==> config.mk <==
export PLATFORM = sky130hd
export DESIGN_NAME = path_gen_param
export DESIGN_NICKNAME = d
export VERILOG_FILES = /design/src/rtl/path_gen_pkg.sv /design/src/rtl/path_out_fifo.sv /design/src/rtl/path_gen_param.sv
export SDC_FILE = /design/constraint.sdc
export NUM_CORES = 1
export LEC_CHECK = 0
export ABC_AREA = 0
export ABC_CLOCK_PERIOD_IN_PS = 13000
export CAP_MARGIN = 40
export CORE_MARGIN = 1.5
export CORE_UTILIZATION = 50
export DETAILED_ROUTE_END_ITERATION = 12
export MAX_ROUTING_LAYER = met4
export PLACE_DENSITY_LB_ADDON = 0.2
export SLEW_MARGIN = 20
export SYNTH_ARGS = -nofsm -noshare
export SYNTH_HDL_FRONTEND = slang
export SYNTH_SLANG_ARGS = --single-unit
==> constraint.sdc <==
create_clock -name clk -period 13 [get_ports clk]
set_input_delay 3.25 -clock clk [delete_from_list [all_inputs] [get_ports clk]]
set_output_delay 3.25 -clock clk [all_outputs]
set_load 0.1 [all_outputs]
==> src/rtl/path_gen_pkg.sv <==
// Shared widths, FSM states, FIFO entry layout and the fixed-point step
// function used by the path generator and by its reference model.
package path_gen_pkg;

  localparam int unsigned DATA_W_DEF    = 12;
  localparam int unsigned FRAC_W_DEF    = 6;
  localparam int unsigned EPS_W_DEF     = 13;
  localparam int unsigned EPS_FRAC_DEF  = 10;
  localparam int unsigned STEPS_DEF     = 8;
  localparam int unsigned OUT_DEPTH_DEF = 2;
  localparam int unsigned STEP_W_DEF    = $clog2(STEPS_DEF);

  typedef enum logic {
    IDLE = 1'b0,
    RUN  = 1'b1
  } state_t;

  typedef struct packed {
    logic [DATA_W_DEF-1:0] path;
    logic [STEP_W_DEF-1:0] step;
    logic                  last;
  } fifo_entry_t;

  typedef struct packed {
    logic [63:0] val;
    logic        sat;
  } step_res_t;

  // S*(w + q*eps) at full precision, floor-shifted back to the S format, then clamped.
  function automatic step_res_t step_fn(input longint s, input longint w,
                                        input longint q, input longint eps,
                                        input int unsigned data_w,
                                        input int unsigned frac_w,
                                        input int unsigned eps_frac);
    longint    f;
    longint    prod;
    longint    raw;
    longint    max_v;
    step_res_t r;
    f     = (w <<< eps_frac) + q * eps;
    prod  = s * f;
    raw   = prod >>> (frac_w + eps_frac);
    max_v = (64'sd1 <<< data_w) - 64'sd1;
    r.val = 64'(raw);
    r.sat = 1'b0;
    if (raw < 64'sd0) begin
      r.val = '0;
      r.sat = 1'b1;
    end else if (raw > max_v) begin
      r.val = 64'(max_v);
      r.sat = 1'b1;
    end
    return r;
  endfunction

endpackage

==> src/rtl/path_out_fifo.sv <==
// Circular-buffer output FIFO with a registered occupancy count.
module path_out_fifo #(
  parameter int unsigned WIDTH = 16,
  parameter int unsigned DEPTH = 2
) (
  input  logic                       clk,
  input  logic                       rst_n,
  input  logic                       push,
  input  logic [WIDTH-1:0]           din,
  input  logic                       pop,
  output logic [WIDTH-1:0]           dout,
  output logic                       valid,
  output logic [$clog2(DEPTH+1)-1:0] count
);

  localparam int unsigned CNT_W = $clog2(DEPTH + 1);
  localparam int unsigned PTR_W = (DEPTH > 1) ? $clog2(DEPTH) : 1;
  localparam logic [PTR_W-1:0] LAST_PTR = PTR_W'(DEPTH - 1);
  localparam logic [CNT_W-1:0] FULL_CNT = CNT_W'(DEPTH);

  logic [WIDTH-1:0] mem [DEPTH];
  logic [PTR_W-1:0] wr_ptr;
  logic [PTR_W-1:0] rd_ptr;
  logic [CNT_W-1:0] cnt;
  logic             do_push;
  logic             do_pop;

  function automatic logic [PTR_W-1:0] ptr_inc(input logic [PTR_W-1:0] p);
    return (p == LAST_PTR) ? '0 : p + PTR_W'(1);
  endfunction

  assign do_push = push && (cnt != FULL_CNT);
  assign do_pop  = pop && (cnt != '0);

  always_ff @(posedge clk or negedge rst_n) begin
    if (!rst_n) begin
      wr_ptr <= '0;
      rd_ptr <= '0;
      cnt    <= '0;
      for (int i = 0; i < int'(DEPTH); i++) mem[i] <= '0;
    end else begin
      if (do_push) begin
        mem[wr_ptr] <= din;
        wr_ptr      <= ptr_inc(wr_ptr);
      end
      if (do_pop) rd_ptr <= ptr_inc(rd_ptr);
      cnt <= cnt + CNT_W'(do_push) - CNT_W'(do_pop);
    end
  end

  assign dout  = mem[rd_ptr];
  assign valid = (cnt != '0);
  assign count = cnt;

endmodule

==> src/rtl/path_gen_param.sv <==
// Monte-Carlo price-path generator: one multiplicative fixed-point step per
// accepted eps beat, results streamed through a small output FIFO.
module path_gen_param
  import path_gen_pkg::*;
#(
  parameter int unsigned DATA_W    = DATA_W_DEF,
  parameter int unsigned FRAC_W    = FRAC_W_DEF,
  parameter int unsigned EPS_W     = EPS_W_DEF,
  parameter int unsigned EPS_FRAC  = EPS_FRAC_DEF,
  parameter int unsigned STEPS     = STEPS_DEF,
  parameter int unsigned OUT_DEPTH = OUT_DEPTH_DEF
) (
  input  logic                       clk,
  input  logic                       rst_n,
  input  logic                       start,
  input  logic [DATA_W-1:0]          w,
  input  logic [DATA_W-1:0]          q,
  input  logic [DATA_W-1:0]          S0,
  input  logic                       eps_valid,
  input  logic signed [EPS_W-1:0]    eps,
  output logic                       eps_ready,
  output logic                       path_valid,
  output logic [DATA_W-1:0]          path,
  output logic [$clog2(STEPS)-1:0]   path_step,
  output logic                       path_last,
  input  logic                       path_ready,
  output logic                       busy,
  output logic                       sat_flag
);

  localparam int unsigned STEP_W  = $clog2(STEPS);
  localparam int unsigned ENTRY_W = DATA_W + STEP_W + 1;
  localparam int unsigned CNT_W   = $clog2(OUT_DEPTH + 1);
  localparam logic [STEP_W-1:0] LAST_STEP = STEP_W'(STEPS - 1);
  localparam logic [CNT_W-1:0]  DEPTH_C   = CNT_W'(OUT_DEPTH);

  state_t              state_q, state_n;
  logic [DATA_W-1:0]   s_q, s_n;
  logic [DATA_W-1:0]   w_q, w_n;
  logic [DATA_W-1:0]   q_q, q_n;
  logic [STEP_W-1:0]   step_q, step_n;
  logic                sat_q, sat_n;
  logic                busy_q;

  logic [DATA_W-1:0]   src_s, src_w, src_q;
  logic [STEP_W-1:0]   src_step;
  logic                room;
  logic                accept;
  logic                pop;
  logic                src_last;
  step_res_t           res;
  logic [DATA_W-1:0]   s_next;
  logic [ENTRY_W-1:0]  entry;
  logic [ENTRY_W-1:0]  fifo_dout;
  logic                fifo_valid;
  logic [CNT_W-1:0]    fifo_count;
  logic [CNT_W-1:0]    cnt_n;
  logic                unused_hi;

  // Next state and step datapath; a start in IDLE feeds S0/w/q straight to the step.
  always_comb begin
    state_n   = state_q;
    s_n       = s_q;
    w_n       = w_q;
    q_n       = q_q;
    step_n    = step_q;
    sat_n     = sat_q;
    src_s     = s_q;
    src_w     = w_q;
    src_q     = q_q;
    src_step  = step_q;
    eps_ready = 1'b0;
    room      = (fifo_count < DEPTH_C);

    case (state_q)
      IDLE: begin
        eps_ready = start && room;
        if (start) begin
          src_s    = S0;
          src_w    = w;
          src_q    = q;
          src_step = '0;
          s_n      = S0;
          w_n      = w;
          q_n      = q;
          step_n   = '0;
          sat_n    = 1'b0;
          state_n  = RUN;
        end
      end
      RUN:     eps_ready = room;
      default: state_n = IDLE;
    endcase

    accept   = eps_valid && eps_ready;
    res      = step_fn(64'(src_s), 64'(src_w), 64'(src_q), 64'(eps),
                       DATA_W, FRAC_W, EPS_FRAC);
    s_next   = DATA_W'(res.val);
    src_last = (src_step == LAST_STEP);
    entry    = {s_next, src_step, src_last};

    if (accept) begin
      s_n   = s_next;
      sat_n = sat_n | res.sat;
      if (src_last) begin
        step_n  = '0;
        state_n = IDLE;
      end else begin
        step_n = src_step + STEP_W'(1);
      end
    end

    pop   = fifo_valid && path_ready;
    cnt_n = fifo_count + CNT_W'(accept) - CNT_W'(pop);
  end

  // Clamp guarantees the upper bits of the step result are zero.
  assign unused_hi = ^res.val[63:DATA_W];

  always_ff @(posedge clk or negedge rst_n) begin
    if (!rst_n) begin
      state_q <= IDLE;
      s_q     <= '0;
      w_q     <= '0;
      q_q     <= '0;
      step_q  <= '0;
      sat_q   <= 1'b0;
      busy_q  <= 1'b0;
    end else begin
      state_q <= state_n;
      s_q     <= s_n;
      w_q     <= w_n;
      q_q     <= q_n;
      step_q  <= step_n;
      sat_q   <= sat_n;
      busy_q  <= (state_n == RUN) || (cnt_n != '0);
    end
  end

  path_out_fifo #(
    .WIDTH (ENTRY_W),
    .DEPTH (OUT_DEPTH)
  ) u_fifo (
    .clk   (clk),
    .rst_n (rst_n),
    .push  (accept),
    .din   (entry),
    .pop   (pop),
    .dout  (fifo_dout),
    .valid (fifo_valid),
    .count (fifo_count)
  );

  assign path_valid                   = fifo_valid;
  assign {path, path_step, path_last} = fifo_dout;
  assign busy                         = busy_q;
  assign sat_flag                     = sat_q;

endmodule

# After elaboration in Yosys (flattened, before gate mapping)
# Index checks and enable logic that the tools add are counted.
[word_totals] register_bits=78 in_bits=54 output_inout_bits=20 word_cells=72
[op_classes] add_sub_neg=8 mul=2 order_cmp=6 n_eq_ne=2 n_mux=29 bitwise_logic=4 n_reduce_logical=9
[ops] op="$mux 12" n=7
[ops] op="$mux 16" n=4
[ops] op="$mul 13x27->40" n=1
[ops] op="$bwmux 32" n=1
[ops] op="$add 23x26->27" n=1
[ops] op="$mul 13x13->26" n=1
[ops] op="$mux 13" n=2
[ops] op="$gt 24x13->1 const B" n=1
[ops] op="$lt 24x1->1 const B" n=1
[ops] op="$demux 16 s1" n=1
[ops] op="$mux 3" n=4
[ops] op="$mux 1" n=9
[ops] op="$logic_and 1x1->1" n=6
[ops] op="$add 2x1->2" n=2
[ops] op="$ge 2x2->1 const B" n=2
[ops] op="$not 1->2" n=2
[ops] op="$reduce_bool 2->1" n=2
[ops] op="$sub 2x1->2" n=2
[ops] op="$add 3x1->3 const B" n=1
[ops] op="$eq 3x3->1 const B" n=1
[ops] op="$add 1x1->1 const B" n=2
[ops] op="$lt 2x1->1 const B" n=1
[ops] op="$lt 2x2->1 const B" n=1
[ops] op="$ne 2x2->1 const B" n=1
[ops] op="other kinds (4)" n=4

# Depth between registers and ports, before layout
# Gate-level depths: netlist of the first run.
[logic_depth] ltp_word=10 depth_mapped=54 mapped_depth_nobuf=49

# Cells and area by module
# Synthesis of the first run repeated with hierarchy kept, for this count alone.
[unflattened] hier_cells=2330 area_unflattened_um2=20902.5
[modules_own_cells] mod="path_gen_param" n_inst=1 cells_each=2227 area_each_um2=19220.9 seq_area_each_um2=1051.0
[modules_own_cells] mod="path_out_fifo" n_inst=1 cells_each=103 area_each_um2=1681.6 seq_area_each_um2=900.9

# Worst setup path before layout of the first run
# OpenSTA, ideal clock, no wires.
[synth_path] path_kind="input-to-reg" startpoint="in start" endpoint="reg s_q[5]" setup_time_ns=0.125 arrival_time_ns=15.430 required_ns=12.875 slack_ns=-2.555 cell_stages=45 path_buffers=4 path_cell_list="nor2b_1 -> buf_4 -> clkbuf_1 -> clkbuf_1 -> nand2_1 -> nand2_1 -> clkbuf_1 -> nand2_1 -> fa_1 -> inv_1 -> fa_1 -> fa_1 -> fa_1 -> fa_1 -> fa_1 -> ha_1 -> a21o_1 -> a21o_1 -> [... 9 more ...] -> fa_1 -> fa_1 -> fa_1 -> fa_1 -> inv_1 -> fa_1 -> inv_1 -> ha_1 -> a21o_1 -> a21o_1 -> a21o_1 -> o21bai_1 -> a211o_1 -> a221o_1 -> a2111oi_4 -> nand3_4 -> o21a_1 -> mux2_2"
[synth_via] elab_chain_len=9 elab_cells_between_ends=17 classes_between="add/sub (1); mul (2); order compare (2); mux (10); reduce/logical (2)"
[synth_lines] element="from (decl)" line_no="path_gen_param.sv:15" source="input logic start,"
[synth_lines] element="$mux 12"
[synth_lines] element="$mux 12" line_no="path_gen_param.sv:75" source="case (state_q)"
[synth_lines] element="$mul 13x13->26" line_no="path_gen_pkg.sv:40" source="f = (w <<< eps_frac) + q * eps;"
[synth_lines] element="$add 23x26->27" line_no="path_gen_pkg.sv:40"
[synth_lines] element="$mul 13x27->40" line_no="path_gen_pkg.sv:41" source="prod = s * f;"
[synth_lines] element="$gt 24x13->1" line_no="path_gen_pkg.sv:49" source="end else if (raw > max_v) begin"
[synth_lines] element="$mux 13" line_no="path_gen_pkg.sv:49"
[synth_lines] element="$mux 13" line_no="path_gen_pkg.sv:46" source="if (raw < 64'sd0) begin"
[synth_lines] element="$mux 12 (*)" line_no="path_gen_param.sv:102" source="if (accept) begin"
[synth_lines] element="named net s_n[5]" line_no="path_gen_param.sv:38" source="logic [DATA_W-1:0] s_q, s_n;"
[synth_lines] element="to (signal assigned)" line_no="path_gen_param.sv:131" source="s_q <= s_n;"
[synth_lines] element="to (decl)" line_no="path_gen_param.sv:38"
# The timed path passes the listed nets; every way through them passes the cells marked *.
# A chain may end at the register's enable or synchronous reset.

# Worst setup path after layout of the first run
# Ends and elaborated chain as after synthesis.

==> flow_metrics.env, run 1 <==
export IMPL_clockRootBuffer="clkbuf_16"
export IMPL_initial_core_util_pct=50.82
export IMPL_status="finished, violations left"
export IMPL_cp_end_kind="flip-flop"
export IMPL_postCtsHoldBufs=0
export IMPL_yosys_warnings=0
export IMPL_violations="setup timing"
export IMPL_die_w_um=204.2
export IMPL_synth_top_area_share_pct=39.96
export IMPL_cts_sinks=78
export IMPL_die_height_um=204.2
export IMPL_synth_common_cells="506 x inv_1, 404 x fa_1, 357 x nand2_1"
export IMPL_grt_overflow_total=0
export IMPL_drive_gt1_share_pct=23.69
export IMPL_synth_edf_count=0
export IMPL_antenna_left=0
export IMPL_critPathMaxStageDelay_ns=0.56
export IMPL_synth_seq_cells=78
export IMPL_antenna_found_initial=0
export IMPL_clk_latency_ns=0.35
export IMPL_synthTopCellsByArea="fa_1 40%, ha_1 11%, dfrtp_1 9.6%, inv_1 9.4%, nand2_1 6.6%"
export IMPL_yosysMostFrequentCell="inv_1"
export IMPL_rsz0062_at_grt="true"
export IMPL_maxSlewHeadroom_pct=38.85
export IMPL_regArea_um2=1952
export IMPL_grt_pass1_wl_um=88680
export IMPL_gp_congestion=0.9687
export IMPL_die_area_um2=41690
export IMPL_htree_levels=3
export IMPL_hold_viol=0
export IMPL_finClkSkew_ns=0.01179
export IMPL_path_class="in2reg"
export IMPL_core_um2=39820
export IMPL_synth_top_area_cell="fa_1"
export IMPL_drc_errors=0
export IMPL_required_ns=13.23
export IMPL_hold_class="reg2reg"
export IMPL_fin_nets=3337
export IMPL_worst_r2r_cell_count=47
export IMPL_area_delta_synth_final_pct=28.93
export IMPL_worst_pin_slew_ns=0.9111
export IMPL_clockBufferDepth=2
export IMPL_fin_ws_ns=-1.461
export IMPL_dr_pass1_iters=5
export IMPL_cts_tree="done"
export IMPL_period_share_pct=111.2
export IMPL_io_buffer_count=73
export IMPL_seq_area_frac_synth_pct=9.645
export IMPL_dp_slack_ns=-2.473
export IMPL_async_flop_share_pct=100.0
export IMPL_num_rows=73
export IMPL_critPathArrivalTime_ns=14.69
export IMPL_first_iter_violations=911
export IMPL_fill_cells=3313
export IMPL_grt_pass1_vias=17590
export IMPL_crit_path_max_fanout=7
export IMPL_final_area_um2=26090
export IMPL_synthCells=2282
export IMPL_dpl_hpwl_um=46810
export IMPL_fin_crit_ns=14.46
export IMPL_grt_max_degree=60
export IMPL_cp_common_cell="fa_1"
export IMPL_finalSetupViolations=37
export IMPL_maxCapViolCount=0
export IMPL_wl_per_cell_um=17.38
export IMPL_io_pin_count=74
export IMPL_vias_per_cell=5.183
export IMPL_ys_types=63
export IMPL_fmax_mhz=69.15
export IMPL_synth_nets=2926
export IMPL_diodes=0
export IMPL_clk_pin_slew_ns=0.07
export IMPL_vias=16700
export IMPL_cp_slowest_cell="fa_1"
export IMPL_cts_made_buffers=9
export IMPL_holdPathStages=2
export IMPL_hold_ws_ns=0.4887
export IMPL_ys_flop_type="dfrtp_1"
export IMPL_place_area_um2=24590
export IMPL_slew_violations=0
export IMPL_syn_area_per_cell_um2=8.869
export IMPL_synth_cell_area_um2=20240
export IMPL_multiInputGateArea_um2=17220
export IMPL_wirelength_um=55980
export IMPL_start_kind="primary input"
export IMPL_grt_use_total_pct=28.07
worst paths after layout:
kind / start / to / slack, ns
setup / recovery: start / s_q[5] / -1.46
hold / removal: u_fifo.mem[18] / u_fifo.mem[18] / 0.49
setup reg to reg: state_q / s_q[5] / 1.04
hold reg to reg: u_fifo.mem[18] / u_fifo.mem[18] / 0.49
max in group asynchronous: rst_n / u_fifo.mem[24] / 9.50
min in group asynchronous: rst_n / w_q[1] / 2.69
routing by layer:
metal	wire [um]	vias to the layer above	GRT usage (%)	share of wire (%)
met4	1695	0	8.902	3.0
li1	-	7684	-	-
met1	22730	8429	35.78	41
met2	28240	489	46.37	50
met5	0	-	-	0
met3	3318	98	3.938	5.9
through the flow:
step,TNS [ns],utilization [%],std cells
2_1_floorplan,-48.38,-,2282
3_3_place_gp,-82.32,60.80,3136
3_5_place_dp,-88.57,61.74,3160
4_1_cts,-53.20,63.76,3201
5_1_grt,-65.39,65.52,3222
6_report,-51.56,65.52,3222
final cells by class:
type | count | area share, %
Timing Repair Buffer | 477 | 15.52
Sequential cell | 78 | 7.481
Clock buffer | 9 | 0.8631
Multi-Input combinational cell | 1621 | 66.00
Inverter | 506 | 7.289
Tap cell | 525 | 2.518
Clock inverter | 6 | 0.3309
cells in the final DEF, fill, tap and decap left out, types with 15 or more instances in the layout:
cell and count:
o21ai_0 23, buf_4 358, buf_6 23, mux2_2 18, ha_1 155, nand2b_1 19
nor2_1 141, xnor2_1 42, nand3_1 18, fa_1 383, dfrtp_1 78, a21o_1 20
buf_8 23, xor2_1 23, inv_1 490, and2_1 91, fa_2 21, nand2_1 336
nor2b_1 28, ha_4 28, clkdlybuf4s50_1 68, inv_2 15, a21oi_1 30
state kept, by name (all words and copies together), names as in the netlist:
name / flops
busy: 1
q_q: 12
s_q: 12
sat_flag: 1
state_q: 1
step_q: 3
u_fifo.count: 2
u_fifo.mem: 32
u_fifo.rd_ptr: 1
u_fifo.wr_ptr: 1
w_q: 12
worst max-delay path, delay by kind of cell:
kind	cells	cell delay [ns]
mux	2	0.54
simple gates	5	0.50
xor+xnor	1	0.29
compound gates	12	2.94
buf+inv	12	1.12
fa+ha+maj	13	6.04
cells by family after synthesis:
group | share of synthesized area (%)
xor+xnor | 3.332
mux | 1.941
fa+ha+maj | 51.46
flops | 9.645
buf+inv | 10.87
simple gates | 16.02
compound gates | 6.720
what timing repair did:
item | 4_1_cts | 5_1_grt
pin swaps | 65 | 95
endpoints found under the hold margin | 0 | 0
gates cloned | 1 | 1
gates resized for setup | 78 | 117
buffers inserted | 27 | 21
endpoints found under the setup margin | 37 | 37
Power of run 1 is not shown: default switching activity piles up to over one toggle a cycle in this logic, so the estimate is an artifact.
==> run 2: changes to the inputs <==
- ABC_CLOCK_PERIOD_IN_PS: 13000 -> 15000
- clock period: 13 -> 15 ns (I/O delays scaled with it)
==> run 2 against run 1 <==
Net effect:
- cell count fell by 1.2%
- die area did not move
- non-clock buffer count fell by 41
- cell area fell by 1.2%
- the run now ends clean
- clock skew rose by 0.0051 ns
- wire length fell by 2.3%
- via count fell by 1.1%
- clock-buffer cell count did not move
- flip-flop and latch count did not move
- hold slack got worse by 0.0075 ns
- critical path depth rose by 5
- highest routed layer unchanged
==> flow_metrics.env, run 2 (same netlist as run 1, synthesis figures left out) <==
export IMPL_fin_nets=3295
export IMPL_fill_cells=3284
export IMPL_largest_register="u_fifo.mem"
export IMPL_cts_sinks=78
export IMPL_hold_end="u_fifo.mem[21]"
export IMPL_postCtsHoldBufs=0
export IMPL_grt_pass1_wl_um=88230
export IMPL_fmax_mhz=66.92
export IMPL_clockRootBuffer="clkbuf_16"
export IMPL_finClkSkew_ns=0.01686
export IMPL_hold_viol=0
export IMPL_layout_cells_non_filler=3182
export IMPL_wl_per_cell_um=17.19
export IMPL_reg2reg_slack_ns=2.90
export IMPL_final_cell_mix="489 x inv_1, 387 x fa_1, 329 x nand2_1"
export IMPL_layout_commonest_cell="inv_1"
export IMPL_fin_crit_ns=14.94
export IMPL_finalSetupViolations=0
export IMPL_largest_register_ff_count=32
export IMPL_clk_latency_ns=0.36
export IMPL_status="completed"
export IMPL_dpl_hpwl_um=46260
export IMPL_critPathMaxStageDelay_ns=0.56
export IMPL_clk_pin_slew_ns=0.07
export IMPL_grt_use_total_pct=27.78
export IMPL_first_iter_violations=873
export IMPL_start_kind="primary input"
export IMPL_worstHoldStart="u_fifo.mem[21]"
export IMPL_initial_core_util_pct=50.82
export IMPL_io_buffer_count=73
export IMPL_die_w_um=204.2
export IMPL_dp_cells=3120
export IMPL_multiInputGateArea_um2=17210
export IMPL_grt_max_degree=47
export IMPL_critPathArrivalTime_ns=15.17
export IMPL_grt_overflow_total=0
export IMPL_rsz0062_at_grt="true"
export IMPL_cp_common_cell="fa_1"
export IMPL_hold_class="reg2reg"
export IMPL_antenna_left=0
export IMPL_path_class="in2reg"
export IMPL_htree_levels=3
export IMPL_area_delta_synth_final_pct=27.42
export IMPL_final_core_util_pct=64.75
export IMPL_cp_slowest_cell="fa_1"
export IMPL_vias=16520
export IMPL_maxCapViolCount=0
export IMPL_cts_tree="done"
export IMPL_slew_violations=0
export IMPL_vias_per_cell=5.191
export IMPL_worst_r2r_cell_count=45
export IMPL_fin_tns_setup_ns=0
export IMPL_num_rows=73
export IMPL_r2r_end="s_q[0]"
export IMPL_worst_r2r_startpoint="state_q"
export IMPL_hold_ws_ns=0.4812
export IMPL_crit_path_max_fanout=7
export IMPL_clockBufferDepth=2
export IMPL_antenna_found_initial=1
export IMPL_regArea_um2=1952
export IMPL_cp_end_kind="flip-flop"
export IMPL_io_pin_count=74
export IMPL_cts_made_buffers=9
export IMPL_dr_pass1_iters=7
export IMPL_holdPathStages=2
export IMPL_required_ns=15.22
export IMPL_die_area_um2=41690
export IMPL_die_height_um=204.2
export IMPL_maxSlewHeadroom_pct=39.17
export IMPL_wirelength_um=54690
export IMPL_drive_gt1_share_pct=22.78
export IMPL_period_share_pct=99.62
export IMPL_drc_errors=0
export IMPL_worst_pin_slew_ns=0.9063
export IMPL_grt_pass1_vias=17530
export IMPL_gp_congestion=0.9066
export IMPL_core_um2=39820
==> run 2: cell types whose count changed in the layout (fill, tap and decap cells not counted), sizes merged <==
cell,previous run,this run
dlygate4sd2,2,9
clkdlybuf4s50,68,57
nand2,358,357
diode,0,1
inv,507,509
buf,406,365
dlymetal6s2s,1,5
bufinv,2,1
==> run 2: worst max-delay path, delay by kind of cell <==
| family | cells | cell delay (ns) |
|---|---|---|
| buf+inv | 11 | 1.00 |
| compound gates | 17 | 3.78 |
| xor+xnor | 1 | 0.21 |
| simple gates | 7 | 0.82 |
| fa+ha+maj | 14 | 5.60 |
==> run 2: metal layers <==
| layer | vias up | track usage (%) | part of all wire, % |
|---|---|---|---|
| li1 | 7594 | - | - |
| met1 | 8461 | 35.32 | 42 |
| met2 | 382 | 45.77 | 51 |
| met3 | 82 | 4.608 | 5.0 |
| met4 | 0 | 8.088 | 2.4 |
| met5 | - | - | 0 |
==> run 2: repair_timing <==
item,4_1_cts,5_1_grt
gates cloned,1,0
gates resized for setup,80,137
endpoints found under the setup margin,37,37
pin swaps,65,121
setup buffers,28,19
==> run 2: area by class of cell <==
cell class              instances  share of cell area, %
multi-input cells            1620                  66.75
repair buffers                436                  14.54
flip-flops and latches         78                  7.569
inverters                     506                  7.365
well taps                     525                  2.547
clock buffers                   9                 0.8734
clock inverters                 7                 0.3445
diodes                          1               0.009704
==> run 2: worst max-delay path by stage <==
stage | start | to | depth (start not counted)
finish | start | s_q[0] | 50
global route | start | s_q[0] | 51
CTS | start | u_fifo.mem[25] | 48
detailed placement | start | u_fifo.mem[27] | 50
global placement | start | u_fifo.mem[24] | 53
floorplan | start | s_q[5] | 45
==> run 2: per-stage QoR <==
stage          instance area [um2]  setup WS (ns)
2_1_floorplan                20670       0.004583
3_3_place_gp                 23890        -0.8767
6_report                     25790        0.05685
4_1_cts                      25060       0.003592
5_1_grt                      25790        -0.2714
3_5_place_dp                 24270        -0.9576
Power of run 2 is left out for the same reason.
==> run 3: changes to the inputs <==
- CORE_MARGIN: 1.5 -> 5
==> run 3 against run 2 <==
Net effect:
- hold slack worse by 0.00093 ns
- fmax hardly changed
- cell area is 0.23% higher
- critical endpoint is now u_fifo.mem[9]
- cell count is 0.69% higher
- die area is 7.0% higher
==> flow_metrics.env, run 3 (same netlist as run 1, synthesis figures left out) <==
export IMPL_cp_slowest_cell="fa_1"
export IMPL_worst_r2r_startpoint="state_q"
export IMPL_grt_pass1_wl_um=89930
export IMPL_hold_end="u_fifo.mem[18]"
export IMPL_first_iter_violations=819
export IMPL_largest_register_ff_count=32
export IMPL_crit_path_max_fanout=5
export IMPL_required_ns=15.24
export IMPL_holdPathStages=2
export IMPL_worst_pin_slew_ns=0.8337
export IMPL_layout_commonest_cell="inv_1"
export IMPL_critPathArrivalTime_ns=15.18
export IMPL_reg2reg_slack_ns=2.89
export IMPL_dr_pass1_iters=5
export IMPL_clk_pin_slew_ns=0.07
export IMPL_drive_gt1_share_pct=22.59
export IMPL_cp_startpoint="start"
export IMPL_clockRootBuffer="clkbuf_16"
export IMPL_grt_pass1_vias=17670
export IMPL_status="completed"
export IMPL_start_kind="primary input"
export IMPL_largest_register="u_fifo.mem"
export IMPL_clockBufferDepth=2
export IMPL_worst_r2r_cell_count=52
export IMPL_cp_common_cell="fa_1"
export IMPL_finClkSkew_ns=0.01100
export IMPL_antenna_left=0
export IMPL_vias_per_cell=5.152
export IMPL_drc_errors=0
export IMPL_core_um2=39910
export IMPL_initial_core_util_pct=50.70
export IMPL_path_class="in2reg"
export IMPL_wirelength_um=54970
export IMPL_hold_class="reg2reg"
export IMPL_fmax_mhz=66.91
export IMPL_vias=16510
export IMPL_clk_latency_ns=0.35
export IMPL_htree_levels=3
export IMPL_die_height_um=211.2
export IMPL_cp_end_kind="flip-flop"
export IMPL_rsz0062_at_grt="true"
export IMPL_worstHoldStart="u_fifo.mem[18]"
export IMPL_postCtsHoldBufs=0
export IMPL_fin_tns_setup_ns=0
export IMPL_crit_buf_inv=12
export IMPL_antenna_found_initial=3
export IMPL_io_buffer_count=73
export IMPL_die_area_um2=44600
export IMPL_period_share_pct=99.63
export IMPL_dpl_hpwl_um=46570
export IMPL_fin_nets=3317
export IMPL_gp_congestion=0.9548
export IMPL_finalSetupViolations=0
export IMPL_fin_crit_ns=14.94
export IMPL_io_pin_count=74
export IMPL_cp_depth=52
export IMPL_wl_per_cell_um=17.16
export IMPL_grt_overflow_total=0
export IMPL_cts_sinks=78
export IMPL_num_rows=73
export IMPL_cpLargestDelayFamily="adder cells"
export IMPL_slew_violations=0
export IMPL_critPathMaxStageDelay_ns=0.55
export IMPL_area_delta_synth_final_pct=27.71
export IMPL_die_w_um=211.2
export IMPL_maxCapViolCount=0
export IMPL_grt_max_degree=60
export IMPL_final_cell_mix="493 x inv_1, 390 x fa_1, 340 x buf_4"
export IMPL_maxSlewHeadroom_pct=44.05
export IMPL_hold_viol=0
export IMPL_r2r_end="u_fifo.mem[9]"
export IMPL_grt_use_total_pct=25.88
export IMPL_cts_tree="done"
export IMPL_cts_made_buffers=9
[run 3: cell count changes in the layout (fill, tap and decap cells not counted), moves of 5 or more]
cell,previous run,this run
buf_4,318,340
buf_6,25,20
dlygate4sd2_1,9,2
and2_1,87,92
and2_4,11,6
[run 3: per-layer routing]
layer  routed length [um]  global-route usage (%)  part of all wire [%]  vias to the layer above
li1                     -                       -                     -                     7647
met1                22940                   33.88                    42                     8353
met2                28110                   42.79                    51                      415
met3                 2486                   3.178                   4.5                       93
met4                 1425                   7.400                   2.6                        0
met5                    0                       -                     0                        -
[run 3: through the flow]
stage	cell area (um2)	setup slack, ns	instances	hold slack (ns)	util [%]
6_report	25850	0.05522	3204	0.4803	64.75
5_1_grt	25850	-0.3682	3204	0.4959	64.75
3_3_place_gp	24020	-0.9921	3114	0.4583	60.18
3_5_place_dp	24380	-1.112	3138	0.4678	61.09
4_1_cts	25120	0.004116	3171	0.4819	62.94
2_1_floorplan	20670	0.004583	2282	0.4419	-
[run 3: repair_timing]
item / CTS / global route
endpoints found under the setup margin: 37 / 37
buffers inserted: 15 / 31
gates resized for setup: 65 / 124
pin swaps: 38 / 79
cloned: 3 / 0
endpoints found under the hold margin: 0 / 0
[run 3: how the worst max path moves through the flow]
| stage | to | slack (ns) |
|---|---|---|
| 5_1_grt | u_fifo.mem[25] | -0.37 |
| 6_report | u_fifo.mem[9] | 0.06 |
| 4_1_cts | u_fifo.mem[9] | 0.004 |
| 3_5_place_dp | s_q[10] | -1.11 |
| 3_3_place_gp | s_q[10] | -0.99 |
| 2_1_floorplan | s_q[5] | 0.005 |
[run 3: cell type report]
| type | count | area [um2] |
|---|---|---|
| Clock buffer | 10 | 239.0 |
| Sequential cell | 78 | 1952 |
| Inverter | 506 | 1899 |
| Timing Repair Buffer | 456 | 3887 |
| Fill cell | 3332 | 14070 |
| Multi-Input combinational cell | 1622 | 17140 |
| Clock inverter | 6 | 70.07 |
| Tap cell | 525 | 656.9 |
| Antenna cell | 1 | 2.502 |
[run 3: worst register-to-register path: cells and delay by family (launching register included)]
| family | cells | cell delay (ns) |
|---|---|---|
| AOI/OAI and AO/OA | 17 | 3.71 |
| and+or+nand+nor | 7 | 0.79 |
| buffers and inverters | 12 | 1.15 |
| DFF | 1 | 0.58 |
| xor gates and xnor gates | 1 | 0.19 |
| muxes | 1 | 0.27 |
| adders and majority gates | 14 | 5.32 |
Power of run 3 is left out for the same reason.
